$ cat src/rtl/tq_dequant_ctrl.sv
// tq_dequant_ctrl: gathers a 4x4 level block, derives qp/6 and qp%6, captures the dequantiser result and streams rows out.
// Latency: row 3 accepted at edge T -> first output row valid at T+floor(QP/6)+2 (T+2 on a TQ_DQ_QP_CACHE_EN hit).
// Backpressure: input ready only in IDLE/LOAD; output row/index/last hold while out_ready_i is low.
module tq_dequant_ctrl #(
    parameter int COEF_W = 15
) (
    input  logic                  clk,
    input  logic                  rst_n,
    input  logic                  in_valid_i,
    output logic                  in_ready_o,
    input  logic                  in_sop_i,
    input  logic [5:0]            qp_i,
    input  logic [4*COEF_W-1:0]   in_row_i,
    output logic [2:0]            dq_qpmod6_o,
    output logic [3:0]            dq_qpdiv6_o,
    output logic [16*COEF_W-1:0]  dq_scale_o,
    input  logic [16*COEF_W-1:0]  dq_coeff_i,
    output logic                  out_valid_o,
    input  logic                  out_ready_i,
    output logic [4*COEF_W-1:0]   out_row_o,
    output logic [1:0]            out_idx_o,
    output logic                  out_last_o
);
    localparam int         ROW_W  = 4 * COEF_W;
    localparam int         BLK_W  = 16 * COEF_W;
    localparam logic [5:0] QP_MAX = 6'd51;

    typedef enum logic [2:0] {
        S_IDLE   = 3'd0,
        S_LOAD   = 3'd1,
        S_DIVMOD = 3'd2,
        S_CAPT   = 3'd3,
        S_OUT    = 3'd4
    } state_t;

    state_t             state_q, state_d;
    logic               in_ready_q, in_ready_d;
    logic [1:0]         cnt_q, cnt_d;
    logic [5:0]         qp_q, qp_d;
    logic [5:0]         rem_q, rem_d;
    logic [3:0]         div_q, div_d;
    logic [1:0]         idx_q, idx_d;
    logic [BLK_W-1:0]   scale_q, scale_d;
    logic [BLK_W-1:0]   outbuf_q, outbuf_d;

    logic [5:0]         qp_clamped;
    logic               in_fire;
    logic               out_fire;
    logic               cache_hit;
    logic               wr_en;
    logic [1:0]         wr_row;

`ifdef TQ_DQ_QP_CACHE_EN
    logic [5:0]         cqp_q, cqp_d;
    logic               cvld_q, cvld_d;

    assign cache_hit = cvld_q && (cqp_q == qp_q);
`else
    assign cache_hit = 1'b0;
`endif

    assign qp_clamped = (qp_i > QP_MAX) ? QP_MAX : qp_i;
    assign in_fire    = in_valid_i & in_ready_q;
    assign out_fire   = (state_q == S_OUT) & out_ready_i;

    always_comb begin
        state_d  = state_q;
        cnt_d    = cnt_q;
        qp_d     = qp_q;
        rem_d    = rem_q;
        div_d    = div_q;
        idx_d    = idx_q;
        outbuf_d = outbuf_q;
        wr_en    = 1'b0;
        wr_row   = cnt_q;
`ifdef TQ_DQ_QP_CACHE_EN
        cqp_d    = cqp_q;
        cvld_d   = cvld_q;
`endif
        case (state_q)
            S_IDLE: begin
                // Rows arriving without sop are accepted and dropped.
                if (in_fire && in_sop_i) begin
                    wr_en   = 1'b1;
                    wr_row  = 2'd0;
                    qp_d    = qp_clamped;
                    cnt_d   = 2'd1;
                    state_d = S_LOAD;
                end
            end
            S_LOAD: begin
                if (in_fire) begin
                    wr_en = 1'b1;
                    if (in_sop_i) begin
                        wr_row = 2'd0;
                        qp_d   = qp_clamped;
                        cnt_d  = 2'd1;
                    end else begin
                        wr_row = cnt_q;
                        cnt_d  = cnt_q + 2'd1;
                        if (cnt_q == 2'd3) begin
                            state_d = S_DIVMOD;
                            // On a hit rem/div already hold the reduced values, so DIVMOD exits at once.
                            if (!cache_hit) begin
                                rem_d = qp_q;
                                div_d = 4'd0;
`ifdef TQ_DQ_QP_CACHE_EN
                                cqp_d  = qp_q;
                                cvld_d = 1'b1;
`endif
                            end
                        end
                    end
                end
            end
            S_DIVMOD: begin
                if (rem_q >= 6'd6) begin
                    rem_d = rem_q - 6'd6;
                    div_d = div_q + 4'd1;
                end else begin
                    state_d = S_CAPT;
                end
            end
            S_CAPT: begin
                outbuf_d = dq_coeff_i;
                idx_d    = 2'd0;
                state_d  = S_OUT;
            end
            S_OUT: begin
                if (out_fire) begin
                    idx_d = idx_q + 2'd1;
                    if (idx_q == 2'd3) begin
                        state_d = S_IDLE;
                    end
                end
            end
            default: begin
                state_d = S_IDLE;
            end
        endcase
    end

    always_comb begin
        scale_d = scale_q;
        for (int r = 0; r < 4; r++) begin
            if (wr_en && (wr_row == 2'(r))) begin
                scale_d[r*ROW_W +: ROW_W] = in_row_i;
            end
        end
    end

    assign in_ready_d = (state_d == S_IDLE) || (state_d == S_LOAD);

    always_ff @(posedge clk or negedge rst_n) begin
        if (!rst_n) begin
            state_q    <= S_IDLE;
            in_ready_q <= 1'b0;
            cnt_q      <= 2'd0;
            qp_q       <= 6'd0;
            rem_q      <= 6'd0;
            div_q      <= 4'd0;
            idx_q      <= 2'd0;
            scale_q    <= '0;
            outbuf_q   <= '0;
        end else begin
            state_q    <= state_d;
            in_ready_q <= in_ready_d;
            cnt_q      <= cnt_d;
            qp_q       <= qp_d;
            rem_q      <= rem_d;
            div_q      <= div_d;
            idx_q      <= idx_d;
            scale_q    <= scale_d;
            outbuf_q   <= outbuf_d;
        end
    end

`ifdef TQ_DQ_QP_CACHE_EN
    always_ff @(posedge clk or negedge rst_n) begin
        if (!rst_n) begin
            cqp_q  <= 6'd0;
            cvld_q <= 1'b0;
        end else begin
            cqp_q  <= cqp_d;
            cvld_q <= cvld_d;
        end
    end
`endif

    always_comb begin
        out_row_o = '0;
        if (state_q == S_OUT) begin
            case (idx_q)
                2'd0:    out_row_o = outbuf_q[0*ROW_W +: ROW_W];
                2'd1:    out_row_o = outbuf_q[1*ROW_W +: ROW_W];
                2'd2:    out_row_o = outbuf_q[2*ROW_W +: ROW_W];
                default: out_row_o = outbuf_q[3*ROW_W +: ROW_W];
            endcase
        end
    end

    assign in_ready_o  = in_ready_q;
    assign out_valid_o = (state_q == S_OUT);
    assign out_idx_o   = idx_q;
    assign out_last_o  = (state_q == S_OUT) && (idx_q == 2'd3);
    assign dq_qpmod6_o = rem_q[2:0];
    assign dq_qpdiv6_o = div_q;
    assign dq_scale_o  = scale_q;

endmodule
$ cat config.mk
export PLATFORM = sky130hd
export DESIGN_NAME = tq_dequant_ctrl
export DESIGN_NICKNAME = d
export VERILOG_FILES = /design/src/rtl/tq_dequant_ctrl.sv
export SDC_FILE = /design/constraint.sdc
export NUM_CORES = 1
export LEC_CHECK = 0
export ABC_CLOCK_PERIOD_IN_PS = 4900
export BUFFER_PORTS_ARGS = -buffer_cell sky130_fd_sc_hd__buf_2
export CORE_AREA = 4 4 241 243
export CTS_CLUSTER_DIAMETER = 80
export DETAILED_ROUTE_END_ITERATION = 10
export DIE_AREA = 0 0 245 247
export GPL_TIMING_DRIVEN = 0
export SLEW_MARGIN = 20
export SYNTH_ARGS = -nofsm -noshare
export SYNTH_HDL_FRONTEND = slang
export SYNTH_SLANG_ARGS = --single-unit
$ cat constraint.sdc
create_clock -name clk -period 4.9 [get_ports clk]
set_clock_uncertainty 0.15 [all_clocks]
set_input_delay 0.98 -clock clk [delete_from_list [all_inputs] [get_ports clk]]
set_output_delay 0.98 -clock clk [all_outputs]
set_load 0.02 [all_outputs]
==> results, run 1 <==
- In the final design database the tool counted 2938 nets.
- The first global-routing pass estimated 104000 um of wire.
- The number of filler instances in the final layout is 5372.
- The register bit count reported by yosys is 504.
- After synthesis, the share of flip-flops with an asynchronous set or reset is 100%.
- The final route contains 17000 vias.
- The final wirelength is 69600 um.
- For the worst flop-to-flop path, the logic depth is 7.
- Static timing analysis puts the maximum clock frequency at 228 MHz.
- The sequential element share of the synthesized area is 61.3%.
- The part of the power in the clock network is 22.6%.
- The post-DP HPWL is 53300 um.
- In this run the standard cell core region covers 56000 um^2.
- The depth of the CTS H-tree is 2.
- The fraction of power spent switching nets is 37.7%.
- Once detail routing completed, the nets flagged for antenna violations numbered 0.
- Synthesis produced 1938 cells.
- The post-CTS setup buffer count is 0.
- The leakage power is 13.7 nW.
- The flow ran to the end, and the final reports show no timing, DRC or antenna violations.
- The number of standard-cell rows in the floorplan is 87.
- The path class of the tightest hold or removal check is input pin to async pin.
- The total power per unit cell area is 672 nW/um^2.
- Among all stages on the critical path, the largest delay is contributed by clkbuf_1.
- After detailed placement, the total cell area comes to 24800 um^2.
- The count of endpoints failing hold in the final timing report is 0.
- The maximum root-to-sink buffer count is 3.
- At the pin with the least slew margin, the transition time is 1.04 ns.
- Once the floorplan was initialized, standard cells occupied 36.8% of the core.
- The I/O pin count is 623.
- Yosys mapped the design onto 42 distinct sky130hd cell types.
- After layout, the minimum clock period comes to 4.39 ns.
- Setup violations remaining at the end of the flow were counted as 0.
- The via count of the first global-routing pass is 17600.
- The die width is 245 um.
- Once layout is done, the placed cells without fillers occupy 26600 um^2.
- After clock tree synthesis, the flow added hold-fix buffers numbering 0.
- The analysis attributes to net switching a power of 6.74 mW.
- The worst register-to-register path ends at outbuf_q[219].
- In this run, CTS created clock tree buffers numbering 54.
- Leaving out fill and tap cells, the most frequent cell in the layout is nand2_1.
- The synthesized design contains 0 enable-type register cells.
- The count of clock tree sinks is 504.
- The reg-to-reg critical path startpoint is state_q[0].
- The clock slew seen by the registers of the worst setup and hold paths is 0.06 ns.
- The clock insertion delay at the later pin of the skew report is 0.58 ns.
- The start point of the critical path is out_idx_o[0].
- The number of buffers and inverters on the critical path is 4.
- The critical path launch point type is a flip-flop.
- The required time at the worst-slack endpoint is 3.77 ns.
- The port buffer count is 621.
- Once layout is complete, the utilization of the core stands at 47.5%.
- The die area is 60500 um^2.
- Combinational logic burns 36.4% of the power.
- The number of antenna violations at the first check in global routing is 28.
- The violation count after the first detailed-routing iteration is 1036.
- Of the total power, registers draw 41.0%.
- In this run the tightest slew margin relative to its limit is 30.6%.
- The count of pins over their slew limit is 0.
- The top flip-flop cell by instance count after synthesis is dfrtp_1.
- The final RePlAce weighted congestion is 0.930.
- The number of instances resized during post-cts repair is 0.
- The peak per-stage delay on the critical path is 0.62 ns.
- TritonCTS built the clock tree.
- On the final layout, the worst hold slack is 0.204 ns.
- Dividing the final minimum period by the clock period gives 89.5%.
- Internal power comes to 11.1 mW.
- The arrival time at the worst endpoint is 3.26 ns.
- In this run the clock root is driven by a clkbuf_16.
- The finished layout holds 3429 standard cells, fillers aside.
- The type of the setup path with the least slack is flip-flop to primary output.
- The maximum ir drop on the vdd rail is 0.296 mV.
- The most frequent cell on the critical path is clkbuf_1.
- The number of optimization iterations in the first detailed-route pass is 7.
- The max capacitance violation total is 0.
- The total overflow left after global routing is 0.
- Setup repair after global routing left no endpoint under its margin.
- The floorplan step set the die height to 247 um.
- The cell area that synthesis handed to floorplanning was 20600 um^2.
- The maximum number of pins on one net before global-route repair is 106.
- Dividing the detail-routed wire length by the instance count gives 20.3 um.
- The depth of the critical timing path with buffers and inverters included is 7.
- The slack of the worst reg-to-reg path is 1.68 ns.
- The synthesis-to-layout area growth is 29.1%.
- The worst setup path is captured at a primary output.
- In the layout the commonest cells are nand2_1, buf_2, dfrtp_1, mux2_2, nor2_1.
- The average vias per placed instance is 4.97.
- Of the cells placed in the final design, the portion with a size suffix greater than 1 is 36.3%.
- Synthesis produced a netlist with a net count of 2256.
- The worst-case setup margin in the final layout is 0.513 ns.
- During synthesis, Yosys emitted a total of 0 warnings.
- The pre-CTS worst setup slack is 1.13 ns.
- Of all nets on the critical path, the largest fanout is 10.
- The endpoint of the worst setup timing path is out_row_o[27].
- Walking the worst path, the cells encountered are ha_1, clkbuf_1, clkbuf_1, buf_1, a21oi_1, nor2_1, buf_2.
- In the global route stage, overall resource usage came out at 22.2%.
- In this run, placement finished with an instance count of 3320.
- The mean area per synthesized cell is 10.6 um^2.
- The number of remaining DRC errors is 0.
- On the critical path the largest part of the delay comes from buffers and inverters.
through the flow:
step | TNS (ns) | total power, mW
2_1_floorplan | 0 | 11.3
3_3_place_gp | -3714.24 | 13.7
3_5_place_dp | 0 | 13.9
4_1_cts | 0 | 18.0
5_1_grt | 0 | 19.0
6_report | 0 | 17.9
sequential cells by signal, indices dropped and copies added (netlist names):
signal / flops
state_q: 3
qp_q: 6
dq_qpdiv6_o: 4
out_idx_o: 2
in_ready_o: 1
rem_q: 6
cnt_q: 2
outbuf_q: 240
dq_scale_o: 240
synthesized netlist by cell type (2+ instances only):
| cell type | number | share of area, % |
|---|---|---|
| nor3b_1 | 2 | 0.073 |
| buf_4 | 3 | 0.11 |
| nand3_1 | 7 | 0.17 |
| or4_1 | 2 | 0.073 |
| clkbuf_1 | 104 | 1.9 |
| a222oi_1 | 60 | 2.9 |
| and3_1 | 3 | 0.091 |
| o22ai_1 | 2 | 0.061 |
| a22o_1 | 2 | 0.085 |
| a21oi_1 | 66 | 1.6 |
| mux2_2 | 239 | 13 |
| a2111oi_0 | 2 | 0.085 |
| inv_1 | 4 | 0.073 |
| nand2_1 | 747 | 14 |
| and2_1 | 2 | 0.061 |
| ha_1 | 7 | 0.43 |
| o22a_1 | 2 | 0.085 |
| nor2_1 | 127 | 2.3 |
| buf_1 | 8 | 0.15 |
| buf_2 | 6 | 0.15 |
| dfrtp_1 | 504 | 61 |
| o21ai_0 | 8 | 0.19 |
| buf_6 | 6 | 0.33 |
| mux2i_1 | 2 | 0.097 |
| o211ai_1 | 3 | 0.11 |
| mux2_1 | 4 | 0.22 |
power by group through the flow:
stage,combinational [mW],clock (mW),sequential [mW]
finish,6.51,4.04,7.32
floorplan,3.03,0,8.32
detailed placement,6.55,0,7.34
global route,7.14,4.29,7.53
global placement,6.44,0,7.27
CTS,6.58,4.13,7.29
area by class of cell:
| cell class | count | area, um^2 | area share (%) |
|---|---|---|---|
| Buffer | 127 | 541 | 2.03 |
| Clock inverter | 16 | 158 | 0.593 |
| Antenna cell | 12 | 30.0 | 0.113 |
| Clock buffer | 81 | 1610 | 6.04 |
| Tap cell | 756 | 946 | 3.56 |
| Inverter | 4 | 15.0 | 0.0565 |
| Multi-Input combinational cell | 1303 | 7410 | 27.9 |
| Sequential cell | 504 | 12600 | 47.5 |
| Timing Repair Buffer | 626 | 3260 | 12.2 |
worst min path at each step:
stage                             start            end  slack, ns  cells past startpoint
after floorplan                 qp_q[0]       rem_q[0]       0.29                      2
after global placement    outbuf_q[231]  outbuf_q[231]       0.31                      2
after detailed placement        qp_q[0]       rem_q[0]       0.31                      2
after CTS                         rst_n    outbuf_q[1]       0.19                      1
after global routing              rst_n   outbuf_q[66]       0.22                      1
final                             rst_n    outbuf_q[3]       0.20                      1
cell families after synthesis:
kind of cell	Yosys count	share of synthesized area, %
and+or+nand+nor	900	16.8
DFF	504	61.3
muxes	245	13.4
AOI/OAI and AO/OA	151	5.38
buffers and inverters	131	2.70
adders and majority gates	7	0.426
metal layers:
layer | vias up | global-route usage [%] | part of all wire [%] | wire (um)
met3 | 158 | 6.09 | 8.3 | 5780
met2 | 709 | 38.6 | 49 | 34400
met1 | 8301 | 26.3 | 38 | 26700
li1 | 7837 | - | - | -
met4 | 24 | 8.16 | 3.7 | 2550
met5 | - | 0 | 0.24 | 169
(Power assumes the default switching activity.)
==> run 2, diff against run 1 <==
--- a/config.mk
+++ b/config.mk
@@ -12,6 +12,7 @@
 export DETAILED_ROUTE_END_ITERATION = 10
 export DIE_AREA = 0 0 245 247
 export GPL_TIMING_DRIVEN = 0
+export PLACE_DENSITY = 0.71
 export SLEW_MARGIN = 20
 export SYNTH_ARGS = -nofsm -noshare
 export SYNTH_HDL_FRONTEND = slang
==> run 2 against run 1 <==
Cell count about the same. Utilization increased by 0.19 points. Critical endpoint is now out_row_o[19]. Global-route usage decreased by 0.31 points. Sequential share of layout area decreased by 0.19 points. Non-clock buffer count unchanged.
==> results, run 2 (synthesized netlist as in run 1, its figures left out) <==
- The post-CTS setup buffer count is 0 (unchanged).
- Leaving out fill and tap cells, the most frequent cells in the layout are nand2_1, buf_2, dfrtp_1, mux2_2, nor2_1.
- The count of pins over their slew limit is 0 (unchanged).
- The die width is 245 um (unchanged).
- The number of remaining DRC errors is 0 (unchanged).
- The fraction of power spent switching nets is 37.8% (+0.070 points).
- The type of the setup path with the least slack is flip-flop to primary output.
- The depth of the CTS H-tree came to 2 (unchanged).
- The switching power total came to 6.86 mW (+1.8%).
- Relative to the synthesized area, the layout overhead comes to 29.6%.
- The total power per unit cell area is 680 nW/um^2 (+1.2%).
- The number of optimization iterations in the first detailed-route pass was 9 (+2).
- The total clock buffers created by CTS was 54 (unchanged).
- The portion of total power attributed to combinational logic is 36.2% (-0.2 points).
- The die area is 60500 um^2 (unchanged).
- The number of antenna-violating nets in the routed design is 0 (unchanged).
- The clock insertion delay at the later pin of the skew report is 0.59 ns (about the same).
- The count of endpoints failing hold in the final timing report is 0 (unchanged).
- The peak per-stage delay on the critical path came to 0.59 ns (-0.03 ns).
- The signal on the critical path passes through ha_1, clkbuf_1, clkbuf_1, buf_1, a21oi_1, nor2_1, buf_2.
- The final wirelength came to 69500 um (-0.15%).
- The via count of the first global-routing pass was 16700 (-5.2%).
- The critical path starts at out_idx_o[0].
- The worst slew margin relative to its limit is 24.3% (-6.4 points).
- The I/O pin count is 623 (unchanged).
- The violation count after the first detailed-routing iteration was 1350 (+30%).
- The effective utilization at floorplan came to 36.8% (unchanged).
- The core region area came to 56000 um^2 (unchanged).
- The number of antenna violations at the first check in global routing was 34 (+21%).
- The part of the total power dissipated in sequential elements is 40.5% (-0.5 points).
- The maximum number of pins on one net before global-route repair is 100 (-5.7%).
- The maximum ir drop on the vdd rail is 0.311 mV (+5.1%).
- TritonCTS built the clock tree.
- The number of buffer and inverter instances along the worst setup path is 4 (unchanged).
- The number of instances resized during post-cts repair is 0 (unchanged).
- The port buffer count is 621 (unchanged).
- The share of layout cells above drive strength 1 is 36.6% (+0.31 points).
- The average detailed-routed wire length per instance is 20.3 um (-0.17%).
- The part of the power in the clock network was 23.3% (+0.7 points).
- The standard cell with the maximum stage delay on the critical path is buf_1.
- The clock slew seen by the registers of the worst setup and hold paths is 0.06 ns (about the same).
- The die span in y is 247 um (unchanged).
- The count of clock tree sinks was 504 (unchanged).
- The measured slew at the worst slew-check pin was 1.13 ns (+0.0881 ns).
- The highest clock rate was 218 MHz (-4.2%).
- Setup repair after global routing left no endpoint under its margin.
- The number of hold-repair buffers added at the cts stage is 0 (unchanged).
- The maximum root-to-sink buffer count is 3 (unchanged).
- The period utilization was 93.4% (+3.9 points).
- The minimum period implied by the final worst setup slack is 4.58 ns (+0.192 ns).
- The overall power after layout was 18.2 mW (+1.6%).
- The pre-CTS worst setup slack was 0.925 ns (-0.208 ns).
- The required time at the worst-slack endpoint came to 3.77 ns (about the same).
- The largest fanout of any net on the critical path came to 10 (unchanged).
- The max capacitance violation total came to 0 (unchanged).
- The post-DP HPWL came to 53000 um (-0.58%).
- The most frequent cell on the critical path is clkbuf_1.
- The reg-to-reg critical path startpoint is state_q[0].
- The kind of end point of the critical path is a primary output.
- The final RePlAce weighted congestion came to 0.908 (-2.4%).
- The flow ran to the end, and the final reports show no timing, DRC or antenna violations.
- The cell family contributing the most delay on the critical path is buffers and inverters.
- The arrival time at the worst endpoint is 3.45 ns (+0.19 ns).
- The worst-case setup margin in the final layout is 0.321 ns (-0.192 ns).
- The leakage power is 13.8 nW (+0.39%).
- The final net count is 2938 (unchanged).
- The average vias per placed instance was 4.98 (+0.24%).
- The via total after detailed routing is 17100 (+0.26%).
- The overall global routing resource usage is 21.8% (-0.31 points).
- The number of standard-cell rows in the floorplan was 87 (unchanged).
- The internal power is 11.3 mW (+1.5%).
- The clock tree root buffer cell is clkbuf_16.
- STA classifies the critical path startpoint as a flip-flop.
- The path category of the worst min-delay check is input pin to async pin.
- The final count of negative-setup-slack endpoints is 0 (unchanged).
- The global route total overflow is 0 (unchanged).
- The wire length of the first global-routing pass came to 101000 um (-2.4%).
- The most common cell after layout, fill and taps aside is nand2_1.
-- run 2: cell count changes in the layout (fill, tap and decap cells not counted), sizes merged --
cell	delta
clkinv	+2
diode	-1
bufinv	+3
clkinvlp	+2
clkbuf	-5
-- run 2: stage by stage --
step | utilization (%) | hold slack (ns) | instance area (um^2) | setup TNS, ns | instances
floorplan | - | 0.289 | 20600 | 0 | 1938
global placement | 44.0 | 0.306 | 24600 | -3792.99 | 3315
detailed placement | 44.3 | 0.312 | 24800 | 0 | 3320
CTS | 47.6 | 0.244 | 26700 | 0 | 3419
global route | 47.7 | 0.270 | 26700 | 0 | 3427
finish | 47.7 | 0.244 | 26700 | 0 | 3430
-- run 2: cell type report --
class                      count  area (um^2)
inverter                       4         15.0
sequential                   504        12600
antenna                       11         27.5
clock buffer                  76         1600
tap                          756          946
multi-input combinational   1303         7410
buffer                       127          542
clock inverter                23          273
fill                        5249        29300
timing repair buffer         626         3260
-- run 2: final timing paths --
check,end,slack [ns],depth (start not counted)
min in group clk,outbuf_q[28],0.32,2
max reg2reg,outbuf_q[91],1.70,7
max in group asynchronous,dq_scale_o[164],2.51,4
min reg2reg,outbuf_q[28],0.32,2
min,outbuf_q[2],0.24,1
max,out_row_o[19],0.32,7
-- run 2: power groups by stage --
| stage | Sequential, mW | Combinational (mW) | Clock [mW] |
|---|---|---|---|
| after detailed placement | 7.36 | 6.58 | 0 |
| after global placement | 7.29 | 6.42 | 0 |
| after global routing | 7.54 | 7.15 | 4.50 |
| final | 7.35 | 6.57 | 4.24 |
| after CTS | 7.31 | 6.61 | 4.32 |
| after floorplan | 8.32 | 3.03 | 0 |
-- run 2: per-layer routing --
layer / global-route usage (%) / wire length [um]
met4: 8.88 / 2940
met1: 26.0 / 26600
met3: 6.04 / 5630
met2: 37.6 / 34100
met5: 0 / 172
